===== config.mk =====
export PLATFORM = sky130hd
export DESIGN_NAME = busarb2
export DESIGN_NICKNAME = d
export VERILOG_FILES = /design/src/rtl/busarb2_pkg.sv /design/src/rtl/busarb2_pick.sv /design/src/rtl/busarb2.sv
export SDC_FILE = /design/constraint.sdc
export NUM_CORES = 1
export LEC_CHECK = 0
export BUFFER_PORTS_ARGS = -buffer_cell sky130_fd_sc_hd__buf_2
export CORE_AREA = 2 2 128 130
export CTS_CLUSTER_DIAMETER = 200
export DETAILED_ROUTE_END_ITERATION = 8
export DIE_AREA = 0 0 130 132
export PLACE_DENSITY = 0.62
export SLEW_MARGIN = 5
export SYNTH_ARGS = -nofsm -noshare
export SYNTH_HDL_FRONTEND = slang
export SYNTH_SLANG_ARGS = --single-unit

===== constraint.sdc =====
create_clock -name clk -period 4.1 [get_ports clk]
set_input_delay 0.41 -clock clk [delete_from_list [all_inputs] [get_ports clk]]
set_output_delay 0.41 -clock clk [all_outputs]
set_load 0.02 [all_outputs]

===== src/rtl/busarb2_pkg.sv =====
// Shared bus definitions for the two-master arbiter: state encoding,
// error data returned on a watchdog timeout, and the request helper.
package busarb2_pkg;

    typedef enum logic [1:0] {
        IDLE = 2'd0,
        G0   = 2'd1,
        G1   = 2'd2,
        TOUT = 2'd3
    } state_t;

    localparam logic [31:0] BUS_ERR_DATA = 32'hFFFF_FFFF;

    function automatic logic bus_req(input logic we, input logic rd);
        return we | rd;
    endfunction

endpackage


===== src/rtl/busarb2_pick.sv =====
// Combinational winner selection between two requesters.
// win = 0 selects master 0, win = 1 selects master 1; valid only when any = 1.
module busarb_pick #(
    parameter int unsigned RR = 1
) (
    input  logic req0,
    input  logic req1,
    input  logic last,
    output logic any,
    output logic win
);

    always_comb begin
        any = req0 | req1;
        if (req0 && req1) begin
            win = (RR != 0) ? ~last : 1'b0;
        end else begin
            win = req1;
        end
    end

endmodule


===== src/rtl/busarb2.sv =====
// Two-master bus arbiter with registered grant, combinational data path
// and a watchdog that forces completion with error data on a stalled slave.
module busarb2
    import busarb2_pkg::*;
#(
    parameter int unsigned RR      = 1,
    parameter int unsigned TIMEOUT = 1024,
    parameter int unsigned CW      = 16
) (
    input  logic        clk,
    input  logic        rst_n,
    input  logic [31:0] m0_a,
    input  logic [31:0] m0_d,
    input  logic        m0_we,
    input  logic        m0_rd,
    output logic [31:0] m0_spo,
    output logic        m0_ready,
    input  logic [31:0] m1_a,
    input  logic [31:0] m1_d,
    input  logic        m1_we,
    input  logic        m1_rd,
    output logic [31:0] m1_spo,
    output logic        m1_ready,
    output logic [31:0] s_a,
    output logic [31:0] s_d,
    output logic        s_we,
    output logic        s_rd,
    input  logic [31:0] s_spo,
    input  logic        s_ready,
    output logic        to_pulse,
    output logic [31:0] to_addr
);

    localparam logic [CW-1:0] TO_LAST = (TIMEOUT == 0) ? '0 : CW'(TIMEOUT - 1);

    state_t        state, state_nx;
    logic          last, last_nx;
    logic [CW-1:0] cnt, cnt_nx;
    logic          to_load;
    logic          req0, req1, own_req, to_hit;
    logic          p_req0, p_req1, pick_any, pick_win;

    assign req0 = bus_req(m0_we, m0_rd);
    assign req1 = bus_req(m1_we, m1_rd);

    // Outside IDLE, last always names the grant owner (it is rewritten on
    // every grant entry), so masking the owner leaves only the other master.
    assign own_req = last ? req1 : req0;
    assign p_req0  = (state == IDLE) ? req0 : (req0 & last);
    assign p_req1  = (state == IDLE) ? req1 : (req1 & ~last);
    assign to_hit  = (TIMEOUT != 0) && (cnt == TO_LAST);

    busarb_pick #(.RR(RR)) u_pick (
        .req0 (p_req0),
        .req1 (p_req1),
        .last (last),
        .any  (pick_any),
        .win  (pick_win)
    );

    always_comb begin
        state_nx = state;
        last_nx  = last;
        cnt_nx   = '0;
        to_load  = 1'b0;
        s_a      = '0;
        s_d      = '0;
        s_we     = 1'b0;
        s_rd     = 1'b0;
        m0_spo   = '0;
        m1_spo   = '0;
        m0_ready = ~req0;
        m1_ready = ~req1;
        to_pulse = 1'b0;

        case (state)
            IDLE: begin
                if (pick_any) begin
                    state_nx = pick_win ? G1 : G0;
                    last_nx  = pick_win;
                end
            end
            G0, G1: begin
                if (last) begin
                    s_a = m1_a; s_d = m1_d; s_we = m1_we; s_rd = m1_rd;
                    m1_spo   = s_spo;
                    m1_ready = s_ready;
                end else begin
                    s_a = m0_a; s_d = m0_d; s_we = m0_we; s_rd = m0_rd;
                    m0_spo   = s_spo;
                    m0_ready = s_ready;
                end
                if (!own_req) begin
                    state_nx = IDLE;
                end else if (s_ready) begin
                    if (pick_any) begin
                        state_nx = pick_win ? G1 : G0;
                        last_nx  = pick_win;
                    end else begin
                        state_nx = IDLE;
                    end
                end else if (to_hit) begin
                    state_nx = TOUT;
                    to_load  = 1'b1;
                end else begin
                    cnt_nx = cnt + CW'(1);
                end
            end
            TOUT: begin
                to_pulse = 1'b1;
                if (last) begin
                    m1_ready = 1'b1;
                    m1_spo   = BUS_ERR_DATA;
                end else begin
                    m0_ready = 1'b1;
                    m0_spo   = BUS_ERR_DATA;
                end
                if (pick_any) begin
                    state_nx = pick_win ? G1 : G0;
                    last_nx  = pick_win;
                end else begin
                    state_nx = IDLE;
                end
            end
            default: state_nx = IDLE;
        endcase
    end

    always_ff @(posedge clk or negedge rst_n) begin
        if (!rst_n) begin
            state   <= IDLE;
            last    <= 1'b1;
            cnt     <= '0;
            to_addr <= '0;
        end else begin
            state <= state_nx;
            last  <= last_nx;
            cnt   <= cnt_nx;
            if (to_load) to_addr <= s_a;
        end
    end

endmodule


==> implementation parameters <==
Parameter                              Value

Final layout
  Total area of multi-input combinational cells    about 0.0028 sq mm
  Fill cell total of the finished layout    1649
  Reg area    between 0.001 and 0.0015 sq mm
  Share of post-route cells with drive strength above 1    0.5070
  Most common cell after layout, fill and taps aside    sky130_fd_sc_hd__buf_2
  Number of diodes    0
  Area growth from synthesis to layout    43.67%
  Final Net Count    960
  Most frequent cells in the layout    331 x sky130_fd_sc_hd__buf_2, 71 x sky130_fd_sc_hd__a21oi_1, 69 x sky130_fd_sc_hd__nand2_1

Global routing
  Total routing resource utilization after global routing    0.1689
  Via count of the first global-routing pass    around 4.3k
  First-pass GRT wire length    approximately 23000 microns
  Number of antenna violations at the first check in global routing    0
  Maximum number of pins on one net before global-route repair    72
  Congestion Overflow GR    0

Route
  First-pass iteration count of the detailed router    6
  Initial DRC count    ~260
  Remaining routing DRC violations    0
  Via count    about 4.6k
  Remaining antenna violation count after routing    0
  Drt wl/cell    between 15 and 20 microns
  Detailed Route WL    about 15000 microns
  Routed via count divided by cell count    4.560

Timing
  Setup TNS after final layout    0 ps
  Max-slew violation count    0
  Highest clock rate    333.4 MHz
  Clock skew after layout    between 7 and 8 ps
  Final critical delay including setup and external delays    roughly 3000 ps
  Final setup violation count    0
  Slew at the pin with the worst max-slew slack    about 1100 ps
  Fin crit share    0.7316
  Number of hold violations in the final report    0
  Headroom to the max-slew limit    0.2671
  Unrepaired setup endpoints after global routing    no

Floorplanning
  Initial Utilization    0.2755
  Chip width    130 microns
  Placeable core area    roughly 0.016 sq mm
  Row count    46
  Die height    around 130 microns
  Count of boundary I/O pins    332
  Area of the die    between 0.015 and 0.02 sq mm

Yosys
  Synth top area cells    sky130_fd_sc_hd__dfrtp_1 29%, sky130_fd_sc_hd__mux2i_1 15%, sky130_fd_sc_hd__mux2_4 10%
  Simple-gate area share of the yosys netlist    0.2295
  Share of the synthesized area in compound gates (AO/OA/AOI/OAI)    0.1104
  Yosys warnings    0
  Combinational family with the most area after synthesis    multiplexers
  Mean Syn Cell Area    around 8.8 sq um
  Share of cell area taken by muxes after synthesis    0.2645
  Distinct cells, synth    just over 40
  Synth area leader    sky130_fd_sc_hd__dfrtp_1
  Post-synthesis sequential area ratio    0.2951
  Synthesized net count    between 600 and 700
  Register bit count reported by yosys    51
  Post-synth design cell area    between 0.004 and 0.005 sq mm
  Fraction of synthesized cell area taken by the top area cell type    0.2890
  Synth Area in XOR/XNOR    0.02630
  Post-synthesis adder-cell area fraction    0.008671
  Gate Count Post-Synth    491

Clocking
  Resized cells post-CTS    0
  Root cell of the clock tree    sky130_fd_sc_hd__clkbuf_16
  Number of buffers inserted for hold repair after clock tree synthesis    0
  TritonCTS clock tree    built
  Buffer count from post-CTS setup fixing    0
  Clock sink count    51
  CTS clk-pin slew, worst paths    around 70 ps
  Clk Latency, worst-skew pair    slightly below 300 ps
  Longest Clk Path Bufs    2
  Number of H-tree branching levels    2
  Inserted Clock Buffers    5

Place
  Placer's final routability congestion estimate    approximately 0.9
  Placed wire-length estimate after detailed placement    ~12000 microns
  PortBufs    ~330

Run
  Maximum capacitance violations    0

Critical path
  Startpoint of the worst-slack reg-to-reg timing path    last
  CP Capture Type    output port
  Crit path max fanout    52
  Type of the worst setup path    reg -> out
  Crit path required time    approximately 3700 ps
  Number of cells on the worst reg-to-reg path    4
  Capture point of the worst path    s_a[10]
  Start point of the critical path    last
  Reg-to-reg endpoint    to_addr[10]
  R2R setup slack    between 1500 and 2000 ps
  Arr. time, crit path    about 2600 ps
  Critical Path Source Type    flop

Pwr
  Post-route total power    roughly 4.8 mW
  Worst IR Drop VDD    around 0.33 mV
  Leakage Power    between 3 and 4 nW
  Cell area power density    roughly 800 mW/mm^2

Status
  Run status    complete, no violations

Worst hold path
  Worst min path class    in -> async
kinds of logic after synthesis:
| kind of cell | Yosys count |
|---|---|
| AOI/OAI and AO/OA | 88 |
| xor gates and xnor gates | 13 |
| DFF | 51 |
| and+or+nand+nor | 186 |
| muxes | 99 |
| adders and majority gates | 3 |
| buffers and inverters | 51 |
layer usage:
| layer | vias to the layer above | GRT usage | wire length (microns) |
|---|---|---|---|
| li1 | 2268 | - | - |
| met1 | 2125 | 0.2057 | 6093 |
| met4 | 0 | 0.03763 | 245 |
| met5 | - | 0 | 0 |
| met2 | 184 | 0.3002 | 7887 |
| met3 | 15 | 0.03856 | 1013 |
report_power, final:
part,leakage [nW],switching (mW),internal [mW]
registers,0.705,0.0640,0.535
logic,2.84,2.42,1.35
clock network,0.0815,0.185,0.291
total,3.63,2.67,2.17
registers in the layout, indices dropped and copies added, names as in the netlist:
signal	cells
to_addr	32
cnt	16
state	2
last	1
worst min path at each step:
stage	start	to	slack, ps	cells past startpoint
after floorplan	rst_n	cnt[0]	110	0
after global placement	rst_n	to_addr[5]	330	1
after detailed placement	rst_n	to_addr[3]	340	1
after CTS	rst_n	to_addr[0]	20	1
after global routing	rst_n	to_addr[0]	30	1
final	rst_n	to_addr[0]	20	1
critical path: stages, from the launching register on:
cell,delay (ps)
sky130_fd_sc_hd__dfstp_4,830
sky130_fd_sc_hd__buf_4,740
sky130_fd_sc_hd__mux2i_1,250
sky130_fd_sc_hd__and2b_2,240
sky130_fd_sc_hd__buf_2,150
synth_stat cells (all sizes together):
cell type / instances
a211o: 2
nor2: 22
nor4: 1
dfstp: 1
nor2b: 50
xnor2: 1
nand3: 6
o221ai: 1
o211ai: 1
and4: 5
nand3b: 1
mux2: 33
and2: 2
clkbuf: 27
or2b: 1
o21a: 1
o31ai: 1
o21ai: 9
nand4: 7
a21oi: 71
nand2: 70
inv: 5
nand2b: 1
ha: 3
and2b: 17
nor3b: 1
or3: 1
buf: 19
a211oi: 1
nor3: 1
dfrtp: 50
a32oi: 1
mux2i: 66
xor2: 12
per-stage QoR:
| stage | utilization | cell area, sq um | std cells | hold slack, ps | setup slack [ps] |
|---|---|---|---|---|---|
| after floorplan | - | 4329 | 491 | 114.4 | 2000 |
| after global placement | 0.3852 | 6052 | 999 | 330.8 | 1460 |
| after detailed placement | 0.3852 | 6052 | 999 | 336.3 | 1419 |
| after CTS | 0.3958 | 6220 | 1007 | 22.47 | 1094 |
| after global routing | 0.3958 | 6220 | 1007 | 30.06 | 985.3 |
| final | 0.3958 | 6220 | 1007 | 17.42 | 1100 |
cell type report:
type,instances,share of cell area
clock buffer,6,0.02072
clock inverter,2,0.006236
inverter,5,0.003017
multi-input combinational,389,0.4458
sequential,51,0.2060
tap,216,0.04345
timing repair buffer,338,0.2748
(Power assumes the default switching activity.)
